===== src/rtl/dma_copy_engine.sv =====
// dma_copy_engine: single-channel word copy engine with a two-register slave port.
//
// Ports
//   clk, rst_n                   clock, asynchronous active-low reset
//   s_req/s_we/s_addr/s_wdata    slave request (already qualified by the bus decode)
//   s_gnt/s_rvalid/s_rdata       slave grant (always 1), read response one cycle later
//   m_req/m_we/m_addr/m_wdata/m_be  master request, held until m_gnt
//   m_gnt/m_rvalid/m_rdata       master grant and read response
//   irq                          done interrupt level
//
// Registers (selected by s_addr[2] alone)
//   REG0 (s_addr[2]=0): [21:0] SRC, [31:22] LEN (words)
//   REG1 (s_addr[2]=1): write [21:0] DST, [31] START, [30] DONE clear (write-1)
//                       read  [21:0] DST, [31] BUSY, [30] DONE, [29] ERR
//
// Build option: define DMA_IRQ_EN to drive irq from DONE; otherwise irq is tied low.
module dma_copy_engine #(
   parameter int unsigned ADDR_BITS = 22
) (
   input  logic        clk,
   input  logic        rst_n,
   input  logic        s_req,
   input  logic        s_we,
   input  logic [31:0] s_addr,
   input  logic [31:0] s_wdata,
   output logic        s_gnt,
   output logic        s_rvalid,
   output logic [31:0] s_rdata,
   output logic        m_req,
   output logic        m_we,
   output logic [31:0] m_addr,
   output logic [31:0] m_wdata,
   output logic [3:0]  m_be,
   input  logic        m_gnt,
   input  logic        m_rvalid,
   input  logic [31:0] m_rdata,
   output logic        irq
);

   typedef enum logic [2:0] {StIdle, StRdReq, StRdWait, StWrReq, StWrWait} state_e;

   localparam logic [ADDR_BITS-1:0] AddrStep = ADDR_BITS'(4);

   state_e               state_q, state_d;
   logic [21:0]          src_q, src_d, dst_q, dst_d;
   logic [9:0]           len_q, len_d, cnt_q, cnt_d;
   logic                 done_q, done_d, err_q, err_d;
   logic [ADDR_BITS-1:0] cur_src_q, cur_src_d, cur_dst_q, cur_dst_d;
   logic                 m_req_q, m_req_d, m_we_q, m_we_d;
   logic [31:0]          m_addr_q, m_addr_d, m_wdata_q, m_wdata_d;
   logic                 s_rvalid_q, s_rvalid_d;
   logic [31:0]          s_rdata_q, s_rdata_d;
   logic                 busy, wr_reg0, wr_reg1;
   logic [31:0]          reg0_val, reg1_val;
   logic                 unused_s_addr;

   // Word-aligned, zero-extended bus address from a working pointer.
   function automatic logic [31:0] word_addr(input logic [ADDR_BITS-1:0] a);
      logic [ADDR_BITS-1:0] w;
      w = a;
      w[1:0] = 2'b00;
      return 32'(w);
   endfunction

   assign busy     = (state_q != StIdle);
   assign wr_reg0  = s_req & s_we & ~s_addr[2];
   assign wr_reg1  = s_req & s_we & s_addr[2];
   assign reg0_val = {len_q, src_q};
   assign reg1_val = {busy, done_q, err_q, 7'b0, dst_q};
   assign unused_s_addr = ^{s_addr[31:3], s_addr[1:0]};

   always_comb begin
      state_d    = state_q;
      src_d      = src_q;
      dst_d      = dst_q;
      len_d      = len_q;
      cnt_d      = cnt_q;
      done_d     = done_q;
      err_d      = err_q;
      cur_src_d  = cur_src_q;
      cur_dst_d  = cur_dst_q;
      m_req_d    = m_req_q;
      m_we_d     = m_we_q;
      m_addr_d   = m_addr_q;
      m_wdata_d  = m_wdata_q;
      s_rvalid_d = s_req & ~s_we;
      s_rdata_d  = s_rdata_q;

      if (s_req && !s_we) begin
         s_rdata_d = s_addr[2] ? reg1_val : reg0_val;
      end

      // Address fields are frozen while a copy runs; DONE-clear always applies,
      // and is evaluated before START so a combined write clears then starts.
      if (wr_reg0 && !busy) begin
         src_d = s_wdata[21:0];
         len_d = s_wdata[31:22];
      end
      if (wr_reg1) begin
         if (s_wdata[30]) done_d = 1'b0;
         if (busy) begin
            if (s_wdata[31]) err_d = 1'b1;
         end else begin
            dst_d = s_wdata[21:0];
         end
      end

      unique case (state_q)
         StIdle: begin
            if (wr_reg1 && s_wdata[31]) begin
               if (len_q == 10'd0) begin
                  done_d = 1'b1;
               end else begin
                  state_d   = StRdReq;
                  cnt_d     = len_q;
                  cur_src_d = src_q[ADDR_BITS-1:0];
                  cur_dst_d = s_wdata[ADDR_BITS-1:0];
                  m_req_d   = 1'b1;
                  m_we_d    = 1'b0;
                  m_addr_d  = word_addr(src_q[ADDR_BITS-1:0]);
               end
            end
         end
         StRdReq: begin
            if (m_gnt) begin
               state_d = StRdWait;
               m_req_d = 1'b0;
            end
         end
         StRdWait: begin
            if (m_rvalid) begin
               state_d   = StWrReq;
               m_wdata_d = m_rdata;
               m_we_d    = 1'b1;
               m_addr_d  = word_addr(cur_dst_q);
               m_req_d   = 1'b1;
            end
         end
         StWrReq: begin
            if (m_gnt) begin
               state_d = StWrWait;
               m_req_d = 1'b0;
               m_we_d  = 1'b0;
            end
         end
         StWrWait: begin
            cnt_d     = cnt_q - 10'd1;
            cur_src_d = cur_src_q + AddrStep;
            cur_dst_d = cur_dst_q + AddrStep;
            if (cnt_q != 10'd1) begin
               state_d  = StRdReq;
               m_req_d  = 1'b1;
               m_addr_d = word_addr(cur_src_q + AddrStep);
            end else begin
               state_d = StIdle;
               done_d  = 1'b1;
            end
         end
         default: state_d = StIdle;
      endcase
   end

   always_ff @(posedge clk or negedge rst_n) begin
      if (!rst_n) begin
         state_q    <= StIdle;
         src_q      <= '0;
         dst_q      <= '0;
         len_q      <= '0;
         cnt_q      <= '0;
         done_q     <= 1'b0;
         err_q      <= 1'b0;
         cur_src_q  <= '0;
         cur_dst_q  <= '0;
         m_req_q    <= 1'b0;
         m_we_q     <= 1'b0;
         m_addr_q   <= '0;
         m_wdata_q  <= '0;
         s_rvalid_q <= 1'b0;
         s_rdata_q  <= '0;
      end else begin
         state_q    <= state_d;
         src_q      <= src_d;
         dst_q      <= dst_d;
         len_q      <= len_d;
         cnt_q      <= cnt_d;
         done_q     <= done_d;
         err_q      <= err_d;
         cur_src_q  <= cur_src_d;
         cur_dst_q  <= cur_dst_d;
         m_req_q    <= m_req_d;
         m_we_q     <= m_we_d;
         m_addr_q   <= m_addr_d;
         m_wdata_q  <= m_wdata_d;
         s_rvalid_q <= s_rvalid_d;
         s_rdata_q  <= s_rdata_d;
      end
   end

`ifdef DMA_IRQ_EN
   logic irq_q;
   // Registered from done_d so irq tracks DONE in the same cycle.
   always_ff @(posedge clk or negedge rst_n) begin
      if (!rst_n) irq_q <= 1'b0;
      else        irq_q <= done_d;
   end
   assign irq = irq_q;
`else
   assign irq = 1'b0;
`endif

   assign s_gnt    = 1'b1;
   assign s_rvalid = s_rvalid_q;
   assign s_rdata  = s_rdata_q;
   assign m_req    = m_req_q;
   assign m_we     = m_we_q;
   assign m_addr   = m_addr_q;
   assign m_wdata  = m_wdata_q;
   assign m_be     = 4'b1111;

endmodule


===== config.mk =====
export PLATFORM = sky130hd
export DESIGN_NAME = dma_copy_engine
export DESIGN_NICKNAME = d
export VERILOG_FILES = /design/src/rtl/dma_copy_engine.sv
export SDC_FILE = /design/constraint.sdc
export NUM_CORES = 1
export LEC_CHECK = 0
export BUFFER_PORTS_ARGS = -buffer_cell sky130_fd_sc_hd__buf_2
export CAP_MARGIN = 5
export CORE_MARGIN = 2
export CORE_UTILIZATION = 35
export DETAILED_ROUTE_END_ITERATION = 8
export PLACE_DENSITY = 0.54
export SLEW_MARGIN = 40
export SYNTH_ARGS = -nofsm -noshare
export SYNTH_HDL_FRONTEND = slang
export SYNTH_SLANG_ARGS = --single-unit
export TNS_END_PERCENT = 100

===== constraint.sdc =====
create_clock -name clk -period 5.3 [get_ports clk]
set_clock_uncertainty 0.2 [all_clocks]
set_input_delay 1.06 -clock clk [delete_from_list [all_inputs] [get_ports clk]]
set_output_delay 1.06 -clock clk [all_outputs]
set_load 0.01 [all_outputs]

==> key figures, run 1 <==
Setup path
  – Crit path DAT: 3540 ps
  – Nature of the critical path endpoint: flop
  – CP Data Required Time: 5390 ps
  – WP buf/inv: 2
  – Slowest Stage Delay on Critical Path: 670 ps
  – FF-to-FF Start: state_q[2]
  – Startpoint class of the critical path: flop
  – CP dominant cell by count: buf_4
  – CP max stage cell: dfrtp_2
  – Crit path cell chain: buf_4 > nor3b_2 > buf_4 > nand3_1 > o22ai_1 > a21oi_1
  – Crit Reg-Reg Endpoint: cur_dst_q[17]
  – CP top delay family: simple AND/OR/NAND/NOR gates
  – R2R depth: 6
  – Crit Path Max Fanout: 44
  – R2r setup slk: 1850 ps
  – WS Path Type: flop to flop

Floorplanning
  – IO Pins: 207
  – Die W: 169 um
  – Die area: 28500 um2
  – Initial Utilization: 0.354
  – Core footprint: 26800 um2
  – Die H: 169 um
  – Row cnt: 60

CTS
  – Worst skew pair latency: 440 ps
  – CTS resizes: 0
  – Setup bufs post-CTS: 0
  – Max clock buf depth: 2
  – Clock sink total: 196
  – Clock slew seen by the registers of the worst setup and hold paths: 80 ps
  – H-tree depth: 4
  – Post-CTS Hold Fix Bufs: 0
  – Cts bufs inserted: 17
  – Clock root buffer: clkbuf_16
  – CTS tree: yes

Run status
  – Outcome: finished, final reports clean

STA
  – Period utilisation layout: 0.650
  – Final TNS setup: 0 ps
  – RSZ-0062 raised after global routing: no
  – Hold WS: 278 ps
  – Final setup fails: 0
  – Slew Limit Fails: 0
  – Final Hold Fails: 0
  – Worst Tran Pin Value: 774 ps
  – Max_slew headroom: 0.484
  – Minimum clock period: 3450 ps
  – FMAX: 0.290 GHz

Synth
  – Post-synthesis cell count: 900
  – Asr flop ratio synth: 1.00
  – Flop and latch count out of synthesis: 196
  – Post-Syn Area per Cell: 10.5 um2
  – Synth Cell Area: 9490 um2
  – Number of flops mapped to enable cells by yosys: 0
  – Seq/Total Area, Yosys: 0.517
  – Synth cell types: 65
  – Main flop type after synthesis: dfrtp_1
  – Yosys Warn Count: 0

Place
  – Routability congestion estimate: 0.867
  – HPWL after DPL: 17500 um
  – Port Buf Inserts: 157
  – Inst Count DP: 1353

Global route
  – Initial antenna violation count: 0
  – Vias in the first global route: 6880
  – GRT Util Overall: 0.180
  – GRT overflow: 0
  – First-pass GRT wire length: 40100 um
  – Largest net degree at the start of global routing: 113

Layout
  – Nets: 1137
  – Final non-filler cell total: 1385
  – Share of layout cells above drive strength 1: 0.309
  – Area grow syn2layout: 16.8%
  – Antenna cells: 0
  – Most frequent cells in the layout: 195 x dfrtp_1, 156 x buf_2, 90 x mux2_2
  – Commonest non-fill, non-tap cell in the layout: dfrtp_1
  – Filler Cells Inserted: 2614

Power and ir drop
  – Sequential Power Share: 0.448
  – Clock share of power: 0.196
  – Worst IR Drop VDD: 0.189 mV
  – Switching portion of total power: 0.389
  – Net Sw Power: 0.00247 W
  – Pleak: 4.85 nW
  – Internal Dissipation: 0.00388 W
  – Pwr Density: 572 nW/um2
  – Gate power share: 0.356

Flow run
  – Maxcap violations: 0

Drt
  – Final WL: 25400 um
  – DRT Pass-1 Iters: 4
  – Vias: 7324
  – Drt initial violations: 630
  – DRT antenna net count: 0
  – Vias per std cell: 5.29
  – # DRC: 0
  – Wire per inst: 18.4 um

Hold path
  – Worst Hold Class: flop to flop
  – Worst hold path cell count: 2
  – HP Start: s_rdata[19]
  – WHS Endpoint: s_rdata[19]
## per-layer routing
layer	GRT usage	wire (um)	vias up
met2	0.277	11700	174
met3	0.0327	1140	20
met4	0.0499	277	0
li1	-	-	3496
met1	0.260	12300	3634
met5	0	0	-
## kinds of logic after synthesis
| family | synth area share |
|---|---|
| mux | 0.137 |
| other cells | 0.000791 |
| xor+xnor | 0.0101 |
| flops | 0.517 |
| fa+ha+maj | 0.00527 |
| simple gates | 0.127 |
| buf+inv | 0.0500 |
| compound gates | 0.153 |
## worst max-delay path by stage
stage / startpoint / endpoint / slack (ps) / cells past startpoint
floorplan: s_wdata[31] / m_addr[19] / 2580 / 7
global placement: state_q[2] / cur_dst_q[17] / 1940 / 6
detailed placement: state_q[2] / cur_dst_q[17] / 1850 / 6
CTS: state_q[2] / cur_dst_q[17] / 1850 / 6
global route: state_q[2] / cur_dst_q[15] / 1660 / 6
finish: state_q[2] / cur_dst_q[17] / 1850 / 6
## worst register-to-register path, cell delays in order, from the launching register on
cell and delay [ps]:
dfrtp_2 670, buf_4 520, nor3b_2 690, buf_4 410, nand3_1 450, o22ai_1 270
a21oi_1 100
## synth_stat cells (5+ instances only)
library cell | n | share of area
a21oi_1 | 55 | 0.029
inv_1 | 14 | 0.0055
buf_2 | 19 | 0.010
o31ai_1 | 5 | 0.0040
and3_1 | 7 | 0.0046
nand3_1 | 17 | 0.0090
or2_2 | 8 | 0.0053
nor3_1 | 16 | 0.0084
buf_1 | 6 | 0.0024
mux2_2 | 90 | 0.11
xnor2_1 | 8 | 0.0074
nand2b_1 | 11 | 0.0072
nor2_1 | 42 | 0.017
dfrtp_1 | 196 | 0.52
a22oi_1 | 5 | 0.0040
nand4_1 | 12 | 0.0079
or4_1 | 10 | 0.0079
o21a_1 | 5 | 0.0040
mux2i_1 | 29 | 0.031
o22ai_1 | 8 | 0.0053
clkbuf_1 | 30 | 0.012
a31oi_1 | 11 | 0.0072
a221oi_1 | 14 | 0.013
nor4_1 | 10 | 0.0066
o21ai_0 | 87 | 0.046
nand2_1 | 89 | 0.035
buf_4 | 19 | 0.015
## area by class of cell
cell class                 instances  area (um2)  share of cell area
sequential                       196        4910               0.443
multi-input combinational        627        4210               0.380
timing repair buffer             174         937              0.0845
clock buffer                      18         429              0.0387
tap                              341         427              0.0385
clock inverter                    14         119              0.0107
inverter                          15        56.3             0.00508
## flip-flops by register name (all words and copies together) (netlist names)
signal / cells
cnt_q: 10
cur_dst_q: 20
cur_src_q: 20
done_q: 1
dst_q: 22
err_q: 1
len_q: 10
m_addr: 20
m_req: 1
m_wdata: 32
m_we: 1
s_rdata: 32
s_rvalid: 1
src_q: 22
state_q: 3
## per-stage QoR
step / worst slack [ps] / area [um2] / utilization / power [W]
2_1_floorplan: 2580 / 9550 / - / 0.00426
3_3_place_gp: 1940 / 10500 / 0.392 / 0.00508
3_5_place_dp: 1850 / 10500 / 0.393 / 0.00514
4_1_cts: 1850 / 11100 / 0.414 / 0.00640
5_1_grt: 1660 / 11100 / 0.414 / 0.00682
6_report: 1850 / 11100 / 0.414 / 0.00635
## power groups by stage
stage	Combinational, W	Clock [W]	Sequential, W
2_1_floorplan	0.00149	0	0.00277
3_3_place_gp	0.00224	0	0.00284
3_5_place_dp	0.00228	0	0.00286
4_1_cts	0.00229	0.00127	0.00284
5_1_grt	0.00252	0.00134	0.00296
6_report	0.00226	0.00124	0.00284
No activity file was read; power rests on OpenSTA's default activity.
==> inputs of run 2 (changes only) <==
--- a/config.mk
+++ b/config.mk
@@ -10,7 +10,7 @@
 export CORE_MARGIN = 2
 export CORE_UTILIZATION = 35
 export DETAILED_ROUTE_END_ITERATION = 8
-export PLACE_DENSITY = 0.54
+export PLACE_DENSITY = 0.57
 export SLEW_MARGIN = 40
 export SYNTH_ARGS = -nofsm -noshare
 export SYNTH_HDL_FRONTEND = slang
==> constraint.sdc (replaced) <==
create_clock -name clk -period 2.8 [get_ports clk]
set_clock_uncertainty 0.2 [all_clocks]
set_input_delay 0.56 -clock clk [delete_from_list [all_inputs] [get_ports clk]]
set_output_delay 0.56 -clock clk [all_outputs]
set_load 0.01 [all_outputs]
==> key figures, run 2 (synthesis gave the netlist of run 1 again) <==
Drt
  – Wire per inst: 18.1 um (-1.6%)
  – Drt initial violations: 647 (+2.7%)
  – Vias per std cell: 5.31 (+0.35%)
  – DRT Pass-1 Iters: 5 (+1)
  – Vias: 7509 (+2.5%)
  – Final WL: 25600 um (+0.55%)
  – DRT antenna net count: 0 (unchanged)
  – # DRC: 0 (unchanged)

Floorplanning
  – Die W: 169 um (unchanged)
  – Row cnt: 60 (unchanged)
  – Core footprint: 26800 um2 (unchanged)
  – Die H: 169 um (unchanged)
  – IO Pins: 207 (unchanged)
  – Die area: 28500 um2 (unchanged)
  – Initial Utilization: 0.354 (unchanged)

Setup path
  – Nature of the critical path endpoint: flop
  – Crit path DAT: 2800 ps (-740 ps)
  – Startpoint class of the critical path: flop
  – WS Path Type: flop to flop
  – Crit Path Max Fanout: 16 (-64%)
  – CP Data Required Time: 2920 ps (-2470 ps)

Power and ir drop
  – Total power: 0.0123 W (+94%)
  – Pwr Density: 1080 nW/um2 (+89%)
  – Sequential Power Share: 0.434 (-0.014)
  – Net Sw Power: 0.00471 W (+91%)
  – Switching portion of total power: 0.382 (-0.00674)
  – Internal Dissipation: 0.00761 W (+96%)
  – Worst IR Drop VDD: 0.386 mV (+100%)
  – Pleak: 5.02 nW (+3.5%)
  – Clock share of power: 0.196 (about the same)
  – Gate power share: 0.370 (+0.014)

Layout
  – Most frequent cells in the layout: 195 x dfrtp_1, 156 x buf_2, 90 x mux2_2
  – Final Instance Area: 11400 um2 (+2.8%)
  – Commonest non-fill, non-tap cell in the layout: dfrtp_1
  – Nets: 1167 (+2.6%)
  – Area grow syn2layout: 20.1%
  – Filler Cells Inserted: 2673 (+2.3%)
  – Antenna cells: 0 (unchanged)
  – Share of layout cells above drive strength 1: 0.325 (+0.0156)

CTS
  – Max clock buf depth: 2 (unchanged)
  – Clock sink total: 196 (unchanged)
  – CTS tree: yes
  – Clock root buffer: clkbuf_16
  – Worst skew pair latency: 430 ps (about the same)
  – H-tree depth: 4 (unchanged)
  – Cts bufs inserted: 17 (unchanged)
  – Clock slew seen by the registers of the worst setup and hold paths: 80 ps (about the same)

STA
  – Final worst setup slack: 120 ps (-1730 ps)
  – Final setup fails: 0 (unchanged)
  – Minimum clock period: 2680 ps (-765 ps)
  – Final TNS setup: 0 ps (unchanged)
  – Max_slew headroom: 0.573 (+0.0891)
  – RSZ-0062 raised after global routing: no
  – FMAX: 0.373 GHz (+29%)
  – Worst Tran Pin Value: 635 ps (-140 ps)
  – Period utilisation layout: 0.957 (+0.307)
  – Final Hold Fails: 0 (unchanged)
  – Slew Limit Fails: 0 (unchanged)

Global route
  – Largest net degree at the start of global routing: 68 (-40%)
  – GRT Util Overall: 0.180 (about the same)
  – Initial antenna violation count: 0 (unchanged)
  – Vias in the first global route: 7193 (+4.5%)
  – First-pass GRT wire length: 40500 um (+0.89%)
  – GRT overflow: 0 (unchanged)

Place
  – Area after DPL: 10800 um2 (+2.7%)
  – Routability congestion estimate: 0.903 (+4.1%)
  – HPWL after DPL: 18600 um (+6.7%)
  – Port Buf Inserts: 157 (unchanged)
  – Dpl ws: 170 ps (-1680 ps)

Hold path
  – Worst Hold Class: primary input to flop

Run status
  – Outcome: finished, final reports clean

Flow run
  – Maxcap violations: 0 (unchanged)
-- run 2: area by class of cell --
type                       instances  area [um2]  share of cell area
inverter                          15        56.3             0.00494
tap                              341         427              0.0374
sequential                       196        4910               0.430
clock inverter                    12         121              0.0106
timing repair buffer             204        1250               0.110
clock buffer                      20         447              0.0392
multi-input combinational        627        4190               0.368
-- run 2: per-layer routing --
| layer | track usage | vias up | part of all wire |
|---|---|---|---|
| li1 | - | 3566 | - |
| met1 | 0.261 | 3713 | 0.48 |
| met2 | 0.277 | 205 | 0.46 |
| met3 | 0.0344 | 25 | 0.047 |
| met4 | 0.0457 | 0 | 0.012 |
| met5 | 0 | - | 0 |
-- run 2: worst paths after layout --
| kind | start | endpoint | slack [ps] | depth (start not counted) |
|---|---|---|---|---|
| setup reg to reg | len_q[4] | cnt_q[2] | 120 | 6 |
| min in group asynchronous | rst_n | m_wdata[28] | 490 | 2 |
| hold / removal | m_rdata[29] | m_wdata[29] | 140 | 2 |
| max in group asynchronous | rst_n | m_wdata[2] | 1170 | 3 |
| hold reg to reg | s_rdata[22] | s_rdata[22] | 270 | 2 |
| setup / recovery | len_q[4] | cnt_q[2] | 120 | 6 |
-- run 2: per-stage QoR --
stage | util | hold WS [ps] | instances
finish | 0.425 | 144 | 1415
global route | 0.425 | 130 | 1415
CTS | 0.425 | 129 | 1415
detailed placement | 0.404 | 266 | 1382
global placement | 0.404 | 261 | 1382
floorplan | - | 64.4 | 916
-- run 2: power groups by stage --
stage	Clock [W]	Sequential, W	Combinational [W]
final	0.00242	0.00535	0.00456
after global routing	0.00260	0.00554	0.00504
after CTS	0.00248	0.00533	0.00460
after detailed placement	0	0.00537	0.00459
after global placement	0	0.00534	0.00451
after floorplan	0	0.00525	0.00281
-- run 2: critical path, cell delays in order (launching register included) --
cell	delay, ps
dfrtp_1	430
or4_1	560
or4_4	500
and2_2	310
buf_4	230
a32oi_1	240
nand2_1	90
-- run 2: timing repair --
| item | in CTS | in global routing |
|---|---|---|
| buffers inserted | 0 | 0 |
| hold endpoints to repair | 60 | 0 |
| resized for setup | 0 | 0 |
| hold buffers | 1 | 0 |
==> inputs of run 3 (changes only) <==
--- a/config.mk
+++ b/config.mk
@@ -5,12 +5,13 @@
 export SDC_FILE = /design/constraint.sdc
 export NUM_CORES = 1
 export LEC_CHECK = 0
+export ABC_AREA = 1
 export BUFFER_PORTS_ARGS = -buffer_cell sky130_fd_sc_hd__buf_2
 export CAP_MARGIN = 5
 export CORE_MARGIN = 2
 export CORE_UTILIZATION = 35
 export DETAILED_ROUTE_END_ITERATION = 8
-export PLACE_DENSITY = 0.57
+export PLACE_DENSITY = 0.56
 export SLEW_MARGIN = 40
 export SYNTH_ARGS = -nofsm -noshare
 export SYNTH_HDL_FRONTEND = slang
==> constraint.sdc (replaced) <==
create_clock -name clk -period 2.35 [get_ports clk]
set_clock_uncertainty 0.2 [all_clocks]
set_input_delay 0.47 -clock clk [delete_from_list [all_inputs] [get_ports clk]]
set_output_delay 0.47 -clock clk [all_outputs]
set_load 0.01 [all_outputs]
==> key figures, run 3 <==
Synth
  – Flop and latch count out of synthesis: 196 (unchanged)
  – Synth top area cells: dfrtp_1 50%, nand2_1 14%, o21ai_0 5.3%
  – Synth cell types: 40 (-38%)
  – Synth Cell Area: 9850 um2 (+3.7%)
  – Post-Syn Area per Cell: 8.04 um2 (-24%)
  – Asr flop ratio synth: 1.00 (unchanged)
  – Synth top cells by count: 357 x nand2_1, 196 x dfrtp_1, 115 x nor2_1
  – Post-synthesis cell count: 1224 (+36%)
  – Seq/Total Area, Yosys: 0.498 (-0.0186)
  – Most frequent cell after synthesis: nand2_1
  – Synth top area share: 0.498 (-0.0186)
  – Cell taking the most area after synthesis: dfrtp_1
  – Main flop type after synthesis: dfrtp_1
  – Yosys Warn Count: 0 (unchanged)
  – Number of flops mapped to enable cells by yosys: 0 (unchanged)

Setup path
  – WP buf/inv: 3 (+2)
  – Crit Path Max Fanout: 21 (+5)
  – Startpoint class of the critical path: flop
  – CP dominant cell by count: nand2_1
  – Slowest Stage Delay on Critical Path: 380 ps (-180 ps)
  – CP top delay family: simple AND/OR/NAND/NOR gates
  – Crit path DAT: 2210 ps (-590 ps)
  – Crit path cell chain: inv_1 > nand2_1 > nor2_1 > nand3_2 > nand2_4 > nor2_8 > inv_2 > nand2_1 > nand2_1 > inv_1
  – CP max stage cell: dfrtp_1
  – Nature of the critical path endpoint: flop
  – WS Path Type: flop to flop
  – CP Data Required Time: 2480 ps (-440 ps)

Global route
  – First-pass GRT wire length: 42300 um (+4.4%)
  – GR Layer Usage met1: 0.242 (-0.0189)
  – GRT busiest layer: met2
  – GRT Util Overall: 0.180 (+0.000421)
  – Vias in the first global route: 8162 (+13%)
  – GRT overflow: 0 (unchanged)
  – Largest net degree at the start of global routing: 59 (-13%)
  – Met3 Track Usage GR: 0.0329 (-0.00147)
  – Initial antenna violation count: 0 (unchanged)
  – M2 GR Usage: 0.306 (+0.0290)

Drt
  – Drt initial violations: 487 (-25%)
  – Vias: 8384 (+12%)
  – # DRC: 0 (unchanged)
  – Wire per inst: 14.7 um (-19%)
  – DRT antenna net count: 0 (unchanged)
  – Final WL: 25800 um (+0.74%)
  – DRT Pass-1 Iters: 6 (+1)
  – Vias per std cell: 4.77 (-10%)

Flow run
  – Maxcap violations: 0 (unchanged)

Power and ir drop
  – Pwr Density: 1300 nW/um2 (+20%)
  – Total power: 0.0152 W (+23%)
  – Pleak: 5.78 nW (+15%)
  – Worst IR Drop VDD: 0.556 mV (+44%)

Floorplanning
  – IO Pins: 207 (unchanged)
  – Core footprint: 27700 um2 (+3.4%)
  – Initial Utilization: 0.355 (+0.00122)
  – Row cnt: 61 (+1.7%)
  – Die H: 172 um (+1.8%)
  – Die W: 172 um (+1.8%)
  – Die area: 29500 um2 (+3.6%)

Layout
  – Filler Cells Inserted: 2884 (+7.9%)
  – Area grow syn2layout: 18.8%
  – Final Instance Area: 11700 um2 (+2.7%)
  – Nets: 1473 (+26%)
  – Most frequent cells in the layout: 357 x nand2_1, 196 x dfrtp_1, 156 x buf_2
  – Commonest non-fill, non-tap cell in the layout: nand2_1
  – Post-layout util: 0.422 (-0.00291)
  – Antenna cells: 0 (unchanged)
  – Share of layout cells above drive strength 1: 0.198 (-0.127)

Hold path
  – Worst Hold Class: primary input to flop

CTS
  – Clock root buffer: clkbuf_16
  – Worst skew pair latency: 440 ps (about the same)
  – Clock slew seen by the registers of the worst setup and hold paths: 90 ps (about the same)
  – Setup bufs post-CTS: 0 (unchanged)
  – Clock sink total: 196 (unchanged)
  – CTS tree: yes
  – H-tree depth: 4 (unchanged)
  – Cts bufs inserted: 17 (unchanged)
  – Max clock buf depth: 2 (unchanged)

STA
  – Minimum clock period: 2080 ps (-604 ps)
  – Final Hold Fails: 0 (unchanged)
  – Hold WS: 50.4 ps (-93.6 ps)
  – Worst Tran Pin Value: 633 ps (-1.57 ps)
  – Final setup fails: 0 (unchanged)
  – FMAX: 0.482 GHz (+29%)
  – Period utilisation layout: 0.884 (-0.0736)
  – Final TNS setup: 0 ps (unchanged)
  – Slew Limit Fails: 0 (unchanged)
  – RSZ-0062 raised after global routing: no
  – Max_slew headroom: 0.577 (+0.00448)

Place
  – HPWL after DPL: 18600 um (-0.34%)
  – Routability congestion estimate: 0.858 (-5.0%)
  – Area after DPL: 11000 um2 (+2.1%)
  – Port Buf Inserts: 157 (unchanged)

Run status
  – Outcome: finished, final reports clean
[run 3: changes by cell type in the layout (fill, tap and decap cells not counted), moves of 14 or more]
cell	change
nand2_1	+268
inv_1	+90
nor2_1	+72
nand3_1	+59
mux2_2	-52
mux2i_1	-29
buf_4	-23
o21ai_0	+18
a21oi_1	-15
a221oi_1	-14
a31oi_1	+14
o21ai_1	+14
[run 3: what timing repair did]
action,CTS,global route
resized for setup,0,0
hold buffers,1,0
hold endpoints to repair,46,0
[run 3: area by class of cell]
type	count	area, um2	area share
tap	378	473	0.0404
timing repair buffer	181	1080	0.0921
clock buffer	17	425	0.0364
multi-input combinational	861	4190	0.358
sequential	196	4900	0.419
inverter	110	413	0.0353
clock inverter	15	224	0.0191
[run 3: cell families (layout without fill, tap and decap cells)]
| logic type | count (synthesis) | count (layout) | synth area share |
|---|---|---|---|
| adders and majority gates | 4 | 4 | 0.00508 |
| DFF | 196 | 196 | 0.498 |
| buffers and inverters | 183 | 323 | 0.0837 |
| muxes | 38 | 38 | 0.0435 |
| AOI/OAI and AO/OA | 205 | 205 | 0.112 |
| other | 2 | 18 | 0.000763 |
| and+or+nand+nor | 590 | 590 | 0.251 |
| xor gates and xnor gates | 6 | 6 | 0.00534 |
[run 3: final timing paths]
| kind | startpoint | cells after the start | slack, ps | endpoint |
|---|---|---|---|---|
| max in group asynchronous | rst_n | 3 | 990 | m_addr[12] |
| min reg2reg | m_addr[8] | 2 | 270 | m_addr[8] |
| min | s_wdata[22] | 2 | 50 | len_q[0] |
| min in group asynchronous | rst_n | 2 | 360 | m_wdata[11] |
| max | cnt_q[5] | 10 | 270 | m_addr[13] |
| max reg2reg | cnt_q[5] | 10 | 270 | m_addr[13] |
[run 3: layer usage]
metal  wire, um  share of wire
met5          0              0
met1      11800           0.46
met2      12500           0.49
met4        295          0.011
met3       1160          0.045
[run 3: where the power goes]
part	internal (W)	switching, W	total, W
clock	0.00152	0.00167	0.00319
sequential	0.00488	0.00121	0.00608
combinational	0.00237	0.00355	0.00592
[run 3: through the flow]
stage,cells,setup slack (ps)
global route,1758,55.8
CTS,1758,265
finish,1758,273
global placement,1725,297
floorplan,1240,553
detailed placement,1725,250
